--- config.mk ---
export PLATFORM = sky130hd
export DESIGN_NAME = fila_bytes
export DESIGN_NICKNAME = d
export VERILOG_FILES = /design/src/rtl/fila_pkg.sv /design/src/rtl/fila_mem.sv /design/src/rtl/fila_bytes.sv
export SDC_FILE = /design/constraint.sdc
export NUM_CORES = 1
export LEC_CHECK = 0
export CAP_MARGIN = 0
export CORE_MARGIN = 10
export CORE_UTILIZATION = 53
export CTS_CLUSTER_SIZE = 24
export DETAILED_ROUTE_END_ITERATION = 12
export PLACE_DENSITY = 0.84
export SLEW_MARGIN = 40
export SYNTH_ARGS = -nofsm -noshare
export SYNTH_HDL_FRONTEND = slang
export SYNTH_SLANG_ARGS = --single-unit
export TNS_END_PERCENT = 1
--- constraint.sdc ---
create_clock -name clk_100KHz -period 2.75 [get_ports clk_100KHz]
set_input_delay 0.825 -clock clk_100KHz [delete_from_list [all_inputs] [get_ports clk_100KHz]]
set_output_delay 0.825 -clock clk_100KHz [all_outputs]
set_load 0.02 [all_outputs]
--- src/rtl/fila_pkg.sv ---
// Shared constants and write-side state encoding for the fila_bytes byte queue.
package fila_pkg;
  localparam int FILA_WIDTH = 8;
  localparam int FILA_DEPTH = 8;

  typedef enum logic [1:0] {
    IDLE     = 2'd0,
    ACK      = 2'd1,
    WAIT_LOW = 2'd2
  } fila_state_t;
endpackage

--- src/rtl/fila_mem.sv ---
// DEPTH x WIDTH register array: synchronous write port, combinational read port, no reset.
module fila_mem #(
  parameter int WIDTH = 8,
  parameter int DEPTH = 8
) (
  input  logic                     clk,
  input  logic                     we,
  input  logic [$clog2(DEPTH)-1:0] waddr,
  input  logic [WIDTH-1:0]         wdata,
  input  logic [$clog2(DEPTH)-1:0] raddr,
  output logic [WIDTH-1:0]         rdata
);
  logic [WIDTH-1:0] r_mem [DEPTH];

  always_ff @(posedge clk) begin
    if (we) r_mem[waddr] <= wdata;
  end

  assign rdata = r_mem[raddr];
endmodule

--- src/rtl/fila_bytes.sv ---
// Byte FIFO behind the deserializador: ack handshake on the write side, pop-on-request read side.
// Optional sticky underflow flag err_out when FILA_ERR_EN is defined.
module fila_bytes
  import fila_pkg::*;
#(
  parameter int WIDTH = FILA_WIDTH,
  parameter int DEPTH = FILA_DEPTH
) (
  input  logic                   clk_100KHz,
  input  logic                   reset,
  input  logic [WIDTH-1:0]       data_in,
  input  logic                   data_ready_in,
  output logic                   ack_out,
  input  logic                   dequeue_in,
  output logic [WIDTH-1:0]       data_out,
  output logic [$clog2(DEPTH):0] len_out,
  output logic                   full_out,
  output logic                   empty_out
`ifdef FILA_ERR_EN
  ,
  output logic                   err_out
`endif
);
  localparam int AW = $clog2(DEPTH);
  localparam logic [AW:0] LEN_FULL = (AW+1)'(DEPTH);

  fila_state_t      r_state;
  fila_state_t      w_state_nxt;
  logic [AW-1:0]    r_head;
  logic [AW-1:0]    r_tail;
  logic [AW:0]      r_len;
  logic [WIDTH-1:0] r_data;
  logic [WIDTH-1:0] w_rdata;
  logic             w_full;
  logic             w_empty;
  logic             w_wr;
  logic             w_rd;
  logic             w_ack;

  assign w_full  = (r_len == LEN_FULL);
  assign w_empty = (r_len == '0);
  assign w_rd    = dequeue_in && !w_empty;

  // WAIT_LOW keeps a data_ready held across the ack from being captured twice.
  always_comb begin
    w_state_nxt = r_state;
    w_wr        = 1'b0;
    w_ack       = 1'b0;
    case (r_state)
      IDLE: begin
        if (data_ready_in && !w_full) begin
          w_wr        = 1'b1;
          w_state_nxt = ACK;
        end
      end
      ACK: begin
        w_ack       = 1'b1;
        w_state_nxt = WAIT_LOW;
      end
      WAIT_LOW: begin
        if (!data_ready_in) w_state_nxt = IDLE;
      end
      default: w_state_nxt = IDLE;
    endcase
  end

  always_ff @(posedge clk_100KHz or negedge reset) begin
    if (!reset) r_state <= IDLE;
    else        r_state <= w_state_nxt;
  end

  always_ff @(posedge clk_100KHz or negedge reset) begin
    if (!reset) begin
      r_head <= '0;
      r_tail <= '0;
      r_len  <= '0;
      r_data <= '0;
    end else begin
      if (w_wr) r_tail <= r_tail + AW'(1);
      if (w_rd) begin
        r_head <= r_head + AW'(1);
        r_data <= w_rdata;
      end
      r_len <= r_len + {{AW{1'b0}}, w_wr} - {{AW{1'b0}}, w_rd};
    end
  end

  fila_mem #(
    .WIDTH(WIDTH),
    .DEPTH(DEPTH)
  ) u_mem (
    .clk  (clk_100KHz),
    .we   (w_wr),
    .waddr(r_tail),
    .wdata(data_in),
    .raddr(r_head),
    .rdata(w_rdata)
  );

`ifdef FILA_ERR_EN
  logic r_err;

  always_ff @(posedge clk_100KHz or negedge reset) begin
    if (!reset)                     r_err <= 1'b0;
    else if (dequeue_in && w_empty) r_err <= 1'b1;
  end

  assign err_out = r_err;
`endif

  assign ack_out   = w_ack;
  assign data_out  = r_data;
  assign len_out   = r_len;
  assign full_out  = w_full;
  assign empty_out = w_empty;
endmodule

Word level (Yosys, flattened, before mapping)
Memory sizes are Yosys's and may differ from the RTL's. A register that Yosys moved wholly into a read port is not among the register bits.
Index checks and enable logic that the tools add are counted.
- register bits after elaboration: 12
- input bits: 12
- output and inout port bits: 15
- memories kept: 1
- bits in writable memories: 64
- memories (name ; depth ; width ; read ports ; clocked after memory_dff ; wr ports ; RTL line ; RTL):
    u_mem.r_mem ; 8 ; 8 ; 1 ; 1 ; 1 ; fila_mem.sv:13 ; logic [WIDTH-1:0] r_mem [DEPTH];
- mux-type cells: 8
- $add $sub $neg: 4
- reductions and logical operators: 8
- equal/unequal tests: 5
- operators with widths (operator ; count):
    $add 3x1->3 const B ; 2
    $pmux 2 s3 ; 1
    $mux 1 ; 5
    $add 4x1->4 ; 1
    $eq 4x4->1 const B ; 1
    $logic_not 4->1 ; 1
    $mux 2 ; 2
    $ne 2x2->1 const B ; 2
    $sub 4x1->4 ; 1
    $logic_not 1->1 ; 3
    $eq 2x1->1 const B ; 1
    $eq 2x2->1 const B ; 1
    $logic_and 1x1->1 ; 2
    $logic_not 2->1 ; 1
    $reduce_and 2->1 ; 1

Longest topological paths before layout
- depth after elaboration: 7
- depth in mapped cells: 12
- gate-level depth less buffers: 11

Cells and area by module
From an unflattened synthesis, not the netlist that was laid out.
- cells, all modules: 175
- area, all modules: 3525.9 sq um
- by module, submodules not included (module ; seq. area each (sq um) ; times used ; area an instance (sq um) ; cells each):
    fila_mem ; 1921.8 ; 1 ; 2531.2 ; 106
    fila_bytes ; 500.5 ; 1 ; 994.7 ; 69

Least setup slack after synthesis
Ideal clock, no wire load.
- kind: input port to flip-flop
- start point: input data_ready_in
- end point: memory u_mem.r_mem[0][0], enable pin
- required time: 2355 ps
- stages on the path: 3
- slack: 333 ps
- arrival time: 2023 ps
- library setup time: 395 ps
- path buffers: 0
- path through: nor3b_2 nand2_2 nor4_1
- longest elaborated chain between the ends: 5
- ends and longest elaborated chain (item ; RTL line ; RTL):
    from (decl) ; fila_bytes.sv:12 ; input logic data_ready_in,
    $logic_and 1x1->1 ; fila_bytes.sv:51 ; if (data_ready_in && !w_full) begin
    $mux 1 ; fila_bytes.sv:51 ;
    $mux 1 ; fila_bytes.sv:49 ; case (r_state)
    $mux 1 ; fila_mem.sv:16 ; if (we) r_mem[waddr] <= wdata;
    $mux 1 (implied by the code) ; fila_mem.sv:16 ;
    to (decl) ; fila_mem.sv:13 ;
No other way between the ends.

Worst setup path after layout
- start point: register r_len[2], in the netlist len_out[2]
- end point: output full_out
- longest elaborated chain between the ends: 1
- ends and longest elaborated chain (item ; RTL line ; RTL):
    from (decl) ; fila_bytes.sv:31 ; logic [AW:0] r_len;
    from (signal assigned) ; fila_bytes.sv:84 ; r_len <= r_len + {{AW{1'b0}}, w_wr} - {{AW{1'b0}}, w_rd};
    $eq 4x4->1 ; fila_bytes.sv:40 ; assign w_full = (r_len == LEN_FULL);
    to (decl) ; fila_bytes.sv:17 ; output logic full_out,
No other way between the ends.

==> out/results.ini <==
[status]
status = complete, no violations

[worst_hold_path]
worst_hold_path_type = register to register

[critical_path]
critPathLaunch = len_out[2]$_DFF_PN0_
r2r_start = len_out[2]$_DFF_PN0_
end_kind = output port
timing.rr.end = len_out[2]$_DFF_PN0_
r2r_cells = 11
reg2reg_setup_slack_ps = 470
crit_end = full_out
cp_max_fo = 4
required_ps = 1930
setup.worst_path.class = register to output port
cp-start-kind = register
critical_path_arrival_ps = 1790

[route]
wl_um = 6491
drc = 0
dr.pass1.iters = 4
viasPerCell = 5.528
wl_met2_um = 3278
vias = 1863
drt-met1-wl_um = 2719
drt_iter0_drc = 76
routed.top_layer = met4
wire_per_inst_um = 19.26
met3WireLength_um = 407
ant_nets = 0

[die]
core-area_um2 = 6386
dieWidth_um = 101.4
initial_utilization_pct = 55.02
dieArea_um2 = 10290
io_pins = 27
rows = 29
dieHeight_um = 101.4

[power_and_ir_drop]
ir_worst_vdd_v = 0.0007938
switchingPower_mw = 1.428
p_leak_nw = 1.520
p_comb_share_pct = 38.3
swShare_pct = 34.55
p_seq_share_pct = 43.6
internal-power_mw = 2.705
power_mw = 4.133
power_density_nw_per_um2 = 1018
pwr-share-clk_pct = 18.2

[clock_network]
post_cts_resize_count = 3
clk_path_buf_depth = 2
h-tree-depth = 3
cts.sinks = 84
cts_tree = built
numCtsBuffers = 9
clkLatencyLatePin_ps = 340
clk_transition_reported_paths_ps = 80
cts_setup_buffers = 0
cts_hold_buf = 0
clock_tree.root_cell = clkbuf_8

[placement]
hpwl_um = 4254
portBuffers = 26
place_congestion = 0.7531
place_area_um2 = 3889

[final_layout]
multi_input_area_um2 = 968.4
final_cell_mix = edfxtp_1, clkdlybuf4s50_1, dfrtp_1, mux2_2, mux2i_1
post-route-cell-area_um2 = 4059
final_common_cell = edfxtp_1
fill_cells = 446
syn_to_final_growth_pct = 15.53
post-route-util_pct = 63.56
diodes = 0
drive_gt1_share_pct = 21.92
fin_nets = 276
regArea_um2 = 2422

[logic_synthesis]
yosysTopAreaCellShare_pct = 54.70
yosysUniqueCellTypes = 34
avgSynthCellArea_um2 = 16.57
synthTopCellsByArea = edfxtp_1, dfrtp_1, mux2_2, mux2i_1, ha_1
synth_cells = 212
syn_nets = 233
synth_largest_area_cell = edfxtp_1
syn_area_um2 = 3513
yosysWarnings = 0
synth-seq-cells = 84
ys_seq_area_share_pct = 68.95

[timing]
hold_viol = 0
slew_violations = 0
timing.final.crit_share_pct = 95.17
finalSetupViolCount = 0
hold_ws_ps = 529.2
tightest_slew_ps = 748.7
finClkSkew_ps = 9.204
finalCriticalPeriod_ps = 2617
clock.fmax_mhz = 382.1
slew_headroom_pct = 49.98
rsz0062_at_grt = no

[global_route]
grt_first_pass_wirelength_um = 9991
grt_use_total_pct = 13.10
grt_pass1_vias = 1909
overflow = 0
grt_antenna_before_repair = 0
grt_max_degree = 35

[run]
maxCapViolations = 0

cell families (layout without fill, tap and decap cells):
| logic type | after synthesis | in the layout | share of synthesized area [%] |
|---|---|---|---|
| fa+ha+maj | 9 | 9 | 3.419 |
| xor+xnor | 6 | 6 | 1.496 |
| compound gates | 34 | 34 | 7.764 |
| simple gates | 26 | 26 | 4.416 |
| flops | 84 | 84 | 68.95 |
| buf+inv | 19 | 67 | 3.632 |
| mux | 34 | 34 | 10.33 |
layout make-up:
class / count / share of cell area (%)
Sequential cell: 84 / 59.68
Multi-Input combinational cell: 109 / 23.86
Timing Repair Buffer: 40 / 8.940
Clock buffer: 10 / 3.144
Tap cell: 77 / 2.374
Inverter: 11 / 1.017
Clock inverter: 6 / 0.9864
power groups by stage:
stage	Combinational (mW)	Sequential (mW)	Clock, mW
6_report	1.58	1.80	0.750
5_1_grt	1.72	1.83	0.807
4_1_cts	1.60	1.80	0.767
3_5_place_dp	1.59	1.82	0
3_3_place_gp	1.54	1.81	0
2_1_floorplan	1.05	1.90	0
sequential cells by signal, indices dropped and copies added, names as in the netlist:
register     flops
r_state          2
r_tail           3
u_mem.r_mem     64
len_out          4
data_out         8
r_head           3
Yosys cell counts:
cell and n:
o22ai_1 8, buf_8 1, nand2_1 2, ha_1 8, fa_1 1, o21ai_0 8, mux2_1 1, nor3b_2 1
or3b_4 1, dfrtp_1 20, edfxtp_1 64, a21o_1 1, nand3_1 2, inv_1 11, buf_6 1, nor2_1 4
a21oi_1 1, nand2_2 1, nand2b_1 5, xnor2_1 5, nor3_1 4, buf_1 2, mux2i_1 16, buf_2 1
nand3b_1 2, buf_12 2, xor2_1 1, nor2b_1 2, a22o_1 8, nor4_1 1, o31ai_2 8, buf_4 1
nor3b_1 1, mux2_2 17
worst max-delay path, stage by stage, from the launching register on:
cell and delay, ps:
dfrtp_1 390, inv_1 110, ha_1 160, or3b_4 400, inv_1 60, dlygate4sd2_1 330
worst min-delay path by stage:
stage,endpoint,depth (start not counted),slack (ps),start
2_1_floorplan,r_head[2]$_DFFE_PN0P_,1,510,r_head[2]$_DFFE_PN0P_
3_3_place_gp,data_out[4]$_DFFE_PN0P_,2,510,data_out[4]$_DFFE_PN0P_
6_report,data_out[4]$_DFFE_PN0P_,2,530,data_out[4]$_DFFE_PN0P_
4_1_cts,data_out[4]$_DFFE_PN0P_,2,530,data_out[4]$_DFFE_PN0P_
3_5_place_dp,data_out[4]$_DFFE_PN0P_,2,520,data_out[4]$_DFFE_PN0P_
5_1_grt,data_out[4]$_DFFE_PN0P_,2,560,data_out[4]$_DFFE_PN0P_
layer usage:
layer	vias to the layer above	track usage (%)
met4	0	6.860
li1	891	-
met1	917	15.62
met3	6	3.131
met2	49	21.53
met5	-	0
through the flow:
step                      setup slack (ps)  instances  TNS [ps]
after global routing                 66.32        337         0
after CTS                            94.98        337         0
final                                132.8        337         0
after global placement               32.52        321         0
after detailed placement            -20.72        321    -32.25
after floorplan                      332.7        212         0
Note: power is estimated with default switching activity, not from simulation.
==> RTL change: new RTL, same flow settings <==
Set the package constant `FILA_DEPTH` to 4 (it was 8).
--- a/src/rtl/fila_pkg.sv
+++ b/src/rtl/fila_pkg.sv
@@ -1,7 +1,7 @@
 // Shared constants and write-side state encoding for the fila_bytes byte queue.
 package fila_pkg;
   localparam int FILA_WIDTH = 8;
-  localparam int FILA_DEPTH = 8;
+  localparam int FILA_DEPTH = 4;
 
   typedef enum logic [1:0] {
     IDLE     = 2'd0,
Ports: changed (resized len_out); port bits go from 27 to 26. The function was not compared with the original's and may differ.
==> RTL change against the original RTL <==
- synthesized area fell by 44%
- hold slack got worse by 0.052 ns
- sequential power shrank 34%
- critical endpoint is now len_out[2]$_DFF_PN0_
- highest routed layer unchanged
- sequential cell count fell by 35
- routed wire length decreased by 48%
- total power fell by 37%
- largest cell class unchanged
- setup slack improved by 0.0059 ns
- cell area down 41%
==> RTL change: results (changes against the original RTL) <==
- The slowest cell on the critical path is sky130_fd_sc_hd__clkdlybuf4s50_1.
- The run finished with clean final reports.
- The number of nets produced by synthesis is 134 (-42%).
- The power attributed to sequential cells is 1.19 mW (-34%).
- The number of input and output port buffers inserted is 25 (-3.8%).
- The critical path in this run is classified as in -> reg.
- The fraction of layout instances using a drive strength above 1 is 0.160 (-0.0592).
- The sequential fraction of the synthesis area came to 0.708 (+0.0190).
- The delay of the slowest critical-path stage is 0.48 ns (+0.08 ns).
- The switching share of power is 0.324 (-0.0216).
- The post-synthesis adder-cell area fraction is 0.0486 (+0.0144).
- The number of flip-flops under the largest register name is 32 (-50%).
- The worst setup path is launched from an input pin.
- The final wirelength is 3.35 mm (-48%).
- The peak supply drop came to 0.533 mV (-33%).
- The number of H-tree levels is 2 (-1).
- The clock network latency to the later pin of the worst-skew pair came to 0.29 ns (-0.05 ns).
- After synthesis, the cell types taking the most area are sky130_fd_sc_hd__edfxtp_1, sky130_fd_sc_hd__dfrtp_1, sky130_fd_sc_hd__mux4_2, sky130_fd_sc_hd__nand2_1, sky130_fd_sc_hd__ha_1.
- The number of gates given a new drive strength after cts is 0 (-3).
- The share of synthesized registers carrying an async set or reset is 0.347 (+0.109).
- The average wire per standard cell was 16.9 um (-12%).
- The number of distinct library cells after synthesis is 20 (-41%).
- The via count of the first global-routing pass is 1084 (-43%).
- The XOR/XNOR share of the synthesized area came to 0.0224 (+0.00742).
- The area taken by flip-flops and latches is 1390 um2 (-43%).
- The total global routing track utilization is 0.111 (-0.0197).
- The number of enable-type register cells in the synthesized netlist was 32 (-50%).
- The HPWL reported at the end of detailed placement came to 2.42 mm (-43%).
- The first-pass GRT wire length is 5.41 mm (-46%).
- The number of nets at the end of the flow is 168 (-39%).
- The static leakage was 0.930 nW (-39%).
- The cell area power density came to 1080 nW/um2 (+6.0%).
- The minimum setup slack in the final design was 0.139 ns (+0.00592 ns).
- Sorting the synthesized cells by how often they occur yields sky130_fd_sc_hd__edfxtp_1, sky130_fd_sc_hd__nand2_1, sky130_fd_sc_hd__dfrtp_1.
- The worst max-slew margin expressed relative to the limit is 0.618 (+0.118).
[RTL change: changes by cell type after synthesis, sizes merged, moves of 8 or more]
| cell | before | now |
|---|---|---|
| mux4 | 0 | 8 |
| o22ai | 8 | 0 |
| mux2i | 16 | 0 |
| mux2 | 18 | 1 |
| o21ai | 8 | 0 |
| edfxtp | 64 | 32 |
| nand2 | 3 | 25 |
| a22o | 8 | 0 |
[RTL change: worst min-delay path by stage]
| stage | start | to | slack (ns) | depth (start not counted) |
|---|---|---|---|---|
| finish | data_out[5]$_DFFE_PN0P_ | data_out[5]$_DFFE_PN0P_ | 0.48 | 2 |
| global route | data_out[1]$_DFFE_PN0P_ | data_out[1]$_DFFE_PN0P_ | 0.52 | 2 |
| global placement | data_out[5]$_DFFE_PN0P_ | data_out[5]$_DFFE_PN0P_ | 0.46 | 2 |
| CTS | data_out[1]$_DFFE_PN0P_ | data_out[1]$_DFFE_PN0P_ | 0.49 | 2 |
| floorplan | r_state[0]$_DFFE_PN0P_ | r_state[0]$_DFFE_PN0P_ | 0.50 | 1 |
| detailed placement | data_out[1]$_DFFE_PN0P_ | data_out[1]$_DFFE_PN0P_ | 0.47 | 2 |
[RTL change: layer usage]
layer	global-route usage	wire length [um]	vias to the layer above
li1	-	-	473
met2	0.194	1780	26
met4	0.0363	24	0
met3	0.0419	215	4
met1	0.123	1330	507
met5	0	0	-
[RTL change: area by class of cell]
cell class	count	share of cell area
clock inverters	2	0.0146
repair buffers	29	0.117
multi-input cells	57	0.223
well taps	48	0.0251
clock buffers	6	0.0303
inverters	7	0.0110
flip-flops and latches	49	0.579
